$ cat config.mk
export PLATFORM = sky130hd
export DESIGN_NAME = digit_scan_mux_flat
export DESIGN_NICKNAME = d
export VERILOG_FILES = /design/src/rtl/digit_scan_mux_if.sv /design/src/rtl/digit_scan_mux.sv /design/src/flat_wrapper.sv
export SDC_FILE = /design/constraint.sdc
export NUM_CORES = 1
export LEC_CHECK = 0
export CELL_PAD_IN_SITES_DETAIL_PLACEMENT = 2
export CELL_PAD_IN_SITES_GLOBAL_PLACEMENT = 2
export CORE_ASPECT_RATIO = 0.9
export CORE_MARGIN = 2
export CORE_UTILIZATION = 30
export CTS_CLUSTER_DIAMETER = 60
export DETAILED_ROUTE_END_ITERATION = 12
export PLACE_DENSITY_LB_ADDON = 0.1
export SLEW_MARGIN = 40
export SYNTH_ARGS = -nofsm -noshare
export SYNTH_HDL_FRONTEND = slang
export SYNTH_SLANG_ARGS = --single-unit
export TNS_END_PERCENT = 100
$ cat constraint.sdc
create_clock -name clk -period 2.2 [get_ports clk]
set_input_delay 0.33 -clock clk [delete_from_list [all_inputs] [get_ports clk]]
set_output_delay 0.33 -clock clk [all_outputs]
set_load 0.1 [all_outputs]
$ cat src/rtl/digit_scan_mux_if.sv
// digit_scan_mux_if
//   Bundles the value/load handshake and the multiplexed display outputs of
//   digit_scan_mux into one interface.
//   master : drives value/load and observes the display outputs (testbench or upstream logic)
//   slave  : the scan multiplexer itself
// Signals
//   value     4*NUM_DIGITS  BCD value, nibble i = digit i
//   load      1             one-cycle strobe, capture value
//   load_ack  1             one-cycle pulse, captured value is now on the display
//   data      4             current digit nibble for the segment decoder
//   digit_en  NUM_DIGITS    one-hot active-low digit enable
//   bcd_err   1             displayed value holds a nibble above 9
`timescale 1ns/1ps
interface digit_scan_mux_if #(
  parameter int NUM_DIGITS = 4
);
  logic [4*NUM_DIGITS-1:0] value;
  logic                    load;
  logic                    load_ack;
  logic [3:0]              data;
  logic [NUM_DIGITS-1:0]   digit_en;
  logic                    bcd_err;

  modport master (
    output value, load,
    input  load_ack, data, digit_en, bcd_err
  );

  modport slave (
    input  value, load,
    output load_ack, data, digit_en, bcd_err
  );
endinterface

$ cat src/rtl/digit_scan_mux.sv
// digit_scan_mux
//   Holds a NUM_DIGITS-digit BCD value and time-multiplexes it onto a single
//   4-bit digit bus, one REFRESH_DIV-cycle slot per digit, with a matching
//   active-low digit enable. New values are staged and only moved into the
//   displayed (shadow) copy at a frame boundary, so a frame never tears.
// Ports
//   clk    in  system clock, rising edge
//   reset  in  asynchronous, active-high
//   bus    digit_scan_mux_if.slave: value/load in, load_ack/data/digit_en/bcd_err out
// Parameters
//   NUM_DIGITS   number of digits, digit 0 least significant
//   REFRESH_DIV  clk cycles per digit slot (>= 2)
//   BLANK_LEAD   1 suppresses leading zeros, 0 shows every digit
`timescale 1ns/1ps
module digit_scan_mux #(
  parameter int NUM_DIGITS  = 4,
  parameter int REFRESH_DIV = 50000,
  parameter int BLANK_LEAD  = 1
) (
  input  logic            clk,
  input  logic            reset,
  digit_scan_mux_if.slave bus
);

  localparam int PW = (REFRESH_DIV > 1) ? $clog2(REFRESH_DIV) : 1;
  localparam int IW = (NUM_DIGITS > 1) ? $clog2(NUM_DIGITS) : 1;
  localparam logic [PW-1:0] PRESC_LAST = PW'(REFRESH_DIV - 1);
  localparam logic [IW-1:0] IDX_LAST   = IW'(NUM_DIGITS - 1);

  logic [PW-1:0]             r_presc;
  logic [IW-1:0]             r_idx;
  logic [4*NUM_DIGITS-1:0]   r_staging;
  logic [4*NUM_DIGITS-1:0]   r_shadow;
  logic                      r_pending;
  logic                      r_ackPend;
  logic [3:0]                r_data;
  logic [NUM_DIGITS-1:0]     r_digitEn;
  logic                      r_loadAck;
  logic                      r_bcdErr;

  logic                      w_tick;
  logic                      w_wrap;
  logic [3:0]                w_nibble;
  logic [NUM_DIGITS-1:0]     w_enable;
  logic                      w_blank;
  logic                      w_anyErr;

  assign w_tick = (r_presc == PRESC_LAST);
  assign w_wrap = w_tick && (r_idx == IDX_LAST);

  // Slot timing: the prescaler divides clk down to one tick per digit slot,
  // and the scan index steps through the digits on every tick.
  always_ff @(posedge clk or posedge reset) begin
    if (reset) begin
      r_presc <= '0;
      r_idx   <= '0;
    end else begin
      if (w_tick) begin
        r_presc <= '0;
        r_idx   <= (r_idx == IDX_LAST) ? '0 : r_idx + 1'b1;
      end else begin
        r_presc <= r_presc + 1'b1;
      end
    end
  end

  // Double buffering: loads land in staging and are promoted to the shadow
  // copy only at the frame-wrap tick. A load on the wrap tick itself bypasses
  // staging so it is not delayed by a whole extra frame. The ack is held one
  // cycle so it lines up with digit 0 of the new frame on the outputs.
  always_ff @(posedge clk or posedge reset) begin
    if (reset) begin
      r_staging <= '0;
      r_shadow  <= '0;
      r_pending <= 1'b0;
      r_ackPend <= 1'b0;
    end else begin
      r_ackPend <= 1'b0;
      if (w_wrap && bus.load) begin
        r_shadow  <= bus.value;
        r_pending <= 1'b0;
        r_ackPend <= 1'b1;
      end else if (w_wrap && r_pending) begin
        r_shadow  <= r_staging;
        r_pending <= 1'b0;
        r_ackPend <= 1'b1;
      end else if (bus.load) begin
        r_staging <= bus.value;
        r_pending <= 1'b1;
      end
    end
  end

  // Select the current digit nibble and build the one-hot active-low enable.
  always_comb begin
    w_nibble = 4'd0;
    w_enable = '1;
    for (int i = 0; i < NUM_DIGITS; i++) begin
      if (r_idx == IW'(i)) begin
        w_nibble    = r_shadow[4*i +: 4];
        w_enable[i] = 1'b0;
      end
    end
  end

  // A digit above 0 is blanked when it and every more significant digit are
  // zero, so digit 0 always shows even for a value of zero.
  always_comb begin
    w_blank = 1'b0;
    if ((BLANK_LEAD != 0) && (r_idx != '0)) begin
      w_blank = 1'b1;
      for (int i = 0; i < NUM_DIGITS; i++) begin
        if ((i >= int'(r_idx)) && (r_shadow[4*i +: 4] != 4'd0)) begin
          w_blank = 1'b0;
        end
      end
    end
  end

  // Any nibble outside 0..9 in the displayed value flags a BCD error.
  always_comb begin
    w_anyErr = 1'b0;
    for (int i = 0; i < NUM_DIGITS; i++) begin
      if (r_shadow[4*i +: 4] > 4'd9) begin
        w_anyErr = 1'b1;
      end
    end
  end

  // Registered outputs, one cycle behind the index and shadow copy.
  always_ff @(posedge clk or posedge reset) begin
    if (reset) begin
      r_data    <= 4'd0;
      r_digitEn <= '1;
      r_loadAck <= 1'b0;
      r_bcdErr  <= 1'b0;
    end else begin
      r_loadAck <= r_ackPend;
      r_bcdErr  <= w_anyErr;
      if (w_blank) begin
        r_data    <= 4'd0;
        r_digitEn <= '1;
      end else begin
        r_data    <= w_nibble;
        r_digitEn <= w_enable;
      end
    end
  end

  assign bus.data     = r_data;
  assign bus.digit_en = r_digitEn;
  assign bus.load_ack = r_loadAck;
  assign bus.bcd_err  = r_bcdErr;

endmodule
$ cat src/flat_wrapper.sv
// flat-port wrapper written by rule: the top's interface ports become plain ports
module digit_scan_mux_flat 
#(
  parameter int NUM_DIGITS  = 4,
  parameter int REFRESH_DIV = 50000,
  parameter int BLANK_LEAD  = 1
)
  (clk, reset, bus_value, bus_load, bus_load_ack, bus_data, bus_digit_en, bus_bcd_err);
  digit_scan_mux_if #(.NUM_DIGITS(NUM_DIGITS)) bus_i ();
  input  logic clk;
  input  logic reset;
  input wire logic [$bits(bus_i.value)-1:0] bus_value;
  input wire logic [$bits(bus_i.load)-1:0] bus_load;
  output wire logic [$bits(bus_i.load_ack)-1:0] bus_load_ack;
  output wire logic [$bits(bus_i.data)-1:0] bus_data;
  output wire logic [$bits(bus_i.digit_en)-1:0] bus_digit_en;
  output wire logic [$bits(bus_i.bcd_err)-1:0] bus_bcd_err;
  assign bus_i.value = bus_value;
  assign bus_i.load = bus_load;
  assign bus_load_ack = bus_i.load_ack;
  assign bus_data = bus_i.data;
  assign bus_digit_en = bus_i.digit_en;
  assign bus_bcd_err = bus_i.bcd_err;
  digit_scan_mux #(.NUM_DIGITS(NUM_DIGITS), .REFRESH_DIV(REFRESH_DIV), .BLANK_LEAD(BLANK_LEAD)) u_core (.clk(clk), .reset(reset), .bus(bus_i));
endmodule
# == After elaboration in Yosys (flattened, before gate mapping) ==
# Cells that the tools add are included.
# totals
latch_bits,0
ram_bits,0
mem_bits_ro,0
out_inout_bits,10
regBits,62
n_memories,0
# op_classes
n_shift,0
add_sub_neg,2
n_reduce_logical,15
n_eq_ne,4
order_cmp,7
n_bitwise,2
n_div,0
mux,28
multipliers,0
# ops
cell,n
2-to-1 mux 16 bit,3
2-to-1 mux 4 bit,6
2-to-1 mux 1 bit,18
adder 16 x 1 -> 16 bit (second input constant),1
== test 16 bit (second input constant),1
greater-than comparator 4 bit (second input constant),4
nonzero test 4 bit,4
logical AND 1 bit,6
== test 2 bit (second input constant),2
>= comparator 1 x 2 -> 1 bit (first input constant),2
nonzero test 2 bit,2
AND reduction 3 bit,1
nonzero test 3 bit,1
adder 2 x 1 -> 2 bit (second input constant),1
== test 2 x 1 -> 1 bit (second input constant),1
>= comparator 2 bit (first input constant),1
logical NOT 2 bit,1
2-to-1 mux 2 bit,1
NOT 1 bit,2

# == Longest topological paths before layout ==
# depth
depth_word,8
depth_mapped,7
mapped_depth_nobuf,6

# == Worst setup path before layout ==
# Ideal clock, no wire load.
# synth_timing
path_type,reg-to-reg
from,register u_core.r_presc[10]
to,register u_core.r_staging[0]
arrival_time_ns,2.076
path_stages_with_launch,7
path_slack_ns,-0.001
t_required_ns,2.075
n_path_buf,2
cell_sequence,dfrtp_1 -> or4b_1 -> or4_1 -> buf_6 -> nand2_8 -> buf_12 -> mux2_4
# synth_via
elab_chain_len,5
word_cells_on_any_way,7
cone_classes,1 x eq/ne; 2 x bitwise; 4 x reduce/logical
# synth_lines
item,line,rtl
"start, declared",digit_scan_mux.sv:30,logic [PW-1:0] r_presc;
"start signal, assigned",digit_scan_mux.sv:62,r_presc <= r_presc + 1'b1;
== test 16 bit (*),digit_scan_mux.sv:48,assign w_tick = (r_presc == PRESC_LAST);
logical AND 1 bit (*),digit_scan_mux.sv:49,assign w_wrap = w_tick && (r_idx == IDX_LAST);
logical AND 1 bit (on tied branches),"digit_scan_mux.sv:79, digit_scan_mux.sv:83",
NOT 1 bit (no source line),--,
AND reduction 3 bit (no source line) (*),--,
"end signal, assigned",digit_scan_mux.sv:88,r_staging <= bus.value;
"end, declared",digit_scan_mux.sv:32,logic [4*NUM_DIGITS-1:0] r_staging;
# Every way passes the cells marked *; elsewhere a longest branch is shown, timed or not.
# A chain may end at the register's enable or synchronous reset.

# == Worst setup path in the final report ==
# layout_timing
from,register u_core.r_presc[10]
to,register u_core.r_staging[13]
# The elaborated chain is that of the path after synthesis.

==> impl_results.rst <==
.. list-table::
   :header-rows: 1

   * - Metric
     - Value
   * - Initial antenna violation count
     - 0
   * - TritonCTS clock tree
     - yes
   * - Drc violations
     - 0
   * - Worst hold slack after final layout
     - 0.281 ns
   * - Number of detailed-route iterations in the first pass
     - 4
   * - Final worst slack
     - 0.103 ns
   * - Summed instance area of the synthesized netlist
     - 2920 um^2
   * - Effective utilization at floorplan
     - 0.305
   * - Number of standard cells in the final layout excluding fillers
     - 424
   * - Worst-path cell chain
     - or4b_1 -> or4_1 -> buf_6 -> nand2_8 -> mux2_2
   * - Ratio of cells with drive above 1 in the final layout
     - 0.252
   * - Crit path largest cell delay
     - 0.54 ns
   * - Routed via count
     - 2071
   * - Slew of the pin with the lowest slew margin
     - 0.531 ns
   * - Pwr/cell area
     - 658 nW/um^2
   * - Global route total overflow
     - 0
   * - Largest voltage drop on the vdd net
     - 0.000262 V
   * - CP max FO
     - 8
   * - Number of placed instances, taps included
     - 404
   * - Top cell type by total area after synthesis
     - sky130_fd_sc_hd__dfrtp_1
   * - Hold WC Path Type
     - input port to async pin
   * - Worst slack after detailed placement
     - 0.0382 ns
   * - Setup TNS after final layout
     - 0 ns
   * - Cell Area, Placed
     - 3380 um^2
   * - Die boundary height
     - 97.5 um
   * - Cell types with the largest area share after synthesis
     - sky130_fd_sc_hd__dfrtp_1, sky130_fd_sc_hd__mux2_4, sky130_fd_sc_hd__a2bb2oi_2, sky130_fd_sc_hd__dfstp_2, sky130_fd_sc_hd__o22ai_1
   * - Clock slew seen by the registers of the worst setup and hold paths
     - 0.07 ns
   * - Aggregate routed wire length
     - 7390 um
   * - Maximum number of pins on one net before global-route repair
     - 49
   * - Placeable core region
     - 9570 um^2
   * - Fin. Hold Viols
     - 0
   * - Number of failing setup endpoints in the final timing report
     - 0
   * - Sequential share of the synthesized area
     - 0.534
   * - Clk buf depth
     - 2
   * - Design Area, Final
     - 3610 um^2
   * - H-Tree Level Count
     - 3
   * - Relative slew margins
     - 0.645
   * - Number of global-route vias before repair
     - 2191
   * - Proportion of register bits with asynchronous set or reset after synthesis
     - 1.00
   * - Synth Warn #
     - 0
   * - Post-route ant nets
     - 0
   * - Slowest stage cell, crit path
     - sky130_fd_sc_hd__or4b_1
   * - Clock latency on the worst-skew pair
     - 0.34 ns
   * - Period utilisation layout
     - 0.953
   * - Final-layout fill cell count
     - 1026
   * - Area of the multi-input gates
     - 1250 um^2
   * - Kind of end point of the critical path
     - flip-flop
   * - Ant diodes
     - 0
   * - Inserted Clock Buffers
     - 9
   * - Max-cap check violation count
     - 0
   * - CTS sink cnt
     - 62
   * - Synth Register Bits
     - 62
   * - HPWL Detailed
     - 5110 um
   * - # rows
     - 34
   * - Total Die Area
     - 10500 um^2
   * - Number of port buffers
     - 28
   * - Launching element type of the critical path
     - flip-flop
   * - Unrepaired setup endpoints after global routing
     - false
   * - Area share of the largest cell type after synthesis
     - 0.498
   * - Library cell used as clock root buffer
     - sky130_fd_sc_hd__clkbuf_8
   * - Hold-fix buffer count after cts
     - 0
   * - Post-synth top flop
     - sky130_fd_sc_hd__dfrtp_1
   * - Power after layout
     - 2.37 mW
   * - Nets
     - 318
   * - Number of synthesized flops with an enable pin
     - 0
   * - Sequential cell area
     - 1560 um^2
   * - Static leakage
     - 1.58 nW
   * - WL per Instance
     - 17.4 um
   * - All-layer global routing usage
     - 0.156
   * - Final period demand of the worst path
     - 2.10 ns
   * - Number of distinct library cell variants in the gate-level netlist after synthesis
     - 39
   * - Post-Syn Instances
     - 246
   * - Leading cell type by number of instances after synthesis
     - sky130_fd_sc_hd__dfrtp_1
   * - Post-layout utilization of the core
     - 0.377
   * - Final max-slew violation count
     - 0
   * - Die outline width
     - 108 um
   * - Outcome
     - finished clean
   * - Placer congestion estimate
     - 0.719
   * - Top cell types by occurrence after synthesis
     - sky130_fd_sc_hd__dfrtp_1, sky130_fd_sc_hd__nand2_1, sky130_fd_sc_hd__o22ai_1, sky130_fd_sc_hd__nor2_1
   * - Number of primary I/O pins
     - 29
   * - Required @ worst endpoint
     - 2.43 ns
   * - Syn_area_per_cell
     - 11.9 um^2
   * - Area Growth Syn to Fin
     - 23.7%
   * - CP Data Arrival Time
     - 2.33 ns
   * - Clock Skew
     - 0.0117 ns
   * - Net Count, Synth
     - 271
   * - Wire length of the first global-routing pass
     - 12300 um
   * - Via density per instance
     - 4.88
   * - Type of the worst setup path
     - flip-flop to flip-flop
   * - Achievable clock frequency
     - 477 MHz
   * - 1st-iter DRT viols
     - 41
logic make-up (layout without fill, tap and decap cells):
kind of cell | Yosys count | count (layout) | share of synthesized area
and+or+nand+nor | 71 | 72 | 0.133
DFF | 62 | 62 | 0.534
AOI/OAI and AO/OA | 54 | 54 | 0.143
buffers and inverters | 22 | 73 | 0.0438
muxes | 19 | 19 | 0.0849
xor gates and xnor gates | 12 | 12 | 0.0360
adders and majority gates | 6 | 6 | 0.0257
final cells by class:
cell class                 instances  share of cell area
multi-input combinational        163               0.347
clock inverter                     4             0.00624
timing repair buffer              46               0.120
tap                              126              0.0437
inverter                          11              0.0114
sequential                        62               0.431
clock buffer                      12              0.0402
cell usage in the layout, fill, tap and decap left out, types with 4 or more instances in the layout:
cell,instances
sky130_fd_sc_hd__o21ai_0,10
sky130_fd_sc_hd__ha_1,6
sky130_fd_sc_hd__buf_4,24
sky130_fd_sc_hd__nand4_1,7
sky130_fd_sc_hd__inv_1,9
sky130_fd_sc_hd__clkdlybuf4s50_1,18
sky130_fd_sc_hd__a21oi_1,8
sky130_fd_sc_hd__a21boi_0,4
sky130_fd_sc_hd__nor2_1,13
sky130_fd_sc_hd__a2bb2oi_2,9
sky130_fd_sc_hd__mux2_2,6
sky130_fd_sc_hd__xor2_1,5
sky130_fd_sc_hd__nand3_1,6
sky130_fd_sc_hd__dfrtp_1,58
sky130_fd_sc_hd__xnor2_1,7
sky130_fd_sc_hd__mux2_4,10
sky130_fd_sc_hd__nand2_1,23
sky130_fd_sc_hd__a2bb2oi_1,6
sky130_fd_sc_hd__clkbuf_8,10
sky130_fd_sc_hd__nor4_1,4
sky130_fd_sc_hd__o22ai_1,15
sky130_fd_sc_hd__dfstp_2,4
per-layer routing:
layer	global-route usage	routed length, um
met1	0.233	3840
met2	0.215	3260
met3	0.0456	250
met4	0.0473	50
met5	0	0
report_power, final:
| group | total, mW | internal (mW) | switching (mW) |
|---|---|---|---|
| clock | 0.887 | 0.435 | 0.453 |
| combinational | 0.257 | 0.117 | 0.140 |
| sequential | 1.23 | 1.19 | 0.0377 |
state kept, by name, indices dropped and copies added, names as in the netlist:
name	cells
u_core.r_staging	16
u_core.r_ackPend	1
u_core.bus.load_ack	1
u_core.r_presc	16
u_core.bus.data	4
u_core.r_pending	1
u_core.r_shadow	16
u_core.r_idx	2
u_core.bus.bcd_err	1
u_core.bus.digit_en	4
worst paths after layout:
kind	from	endpoint	slack, ns	cells past startpoint
worst min register to register	u_core.r_ackPend$_DFF_PP0_	u_core.bus.load_ack$_DFF_PP0_	0.36	0
min in group clk	u_core.r_ackPend$_DFF_PP0_	u_core.bus.load_ack$_DFF_PP0_	0.36	0
max in group asynchronous	reset	u_core.r_presc[9]$_DFF_PP0_	1.32	3
worst max-delay path	u_core.r_presc[10]$_DFF_PP0_	u_core.r_staging[13]$_DFFE_PP0P_	0.10	5
worst max register to register	u_core.r_presc[10]$_DFF_PP0_	u_core.r_staging[13]$_DFFE_PP0P_	0.10	5
worst min-delay path	reset	u_core.bus.data[2]$_DFF_PP0_	0.28	2
critical path, delay by kind of cell, from the launching register on:
kind | cells | cell delay [ns]
buf+inv | 1 | 0.18
simple gates | 3 | 1.09
flops | 1 | 0.37
mux | 1 | 0.34
what timing repair did:
action | CTS | global route
buffers inserted | 0 | 3
setup endpoints to repair | 0 | 14
gates resized for setup | 0 | 2
No activity file was read; power rests on OpenSTA's default activity.
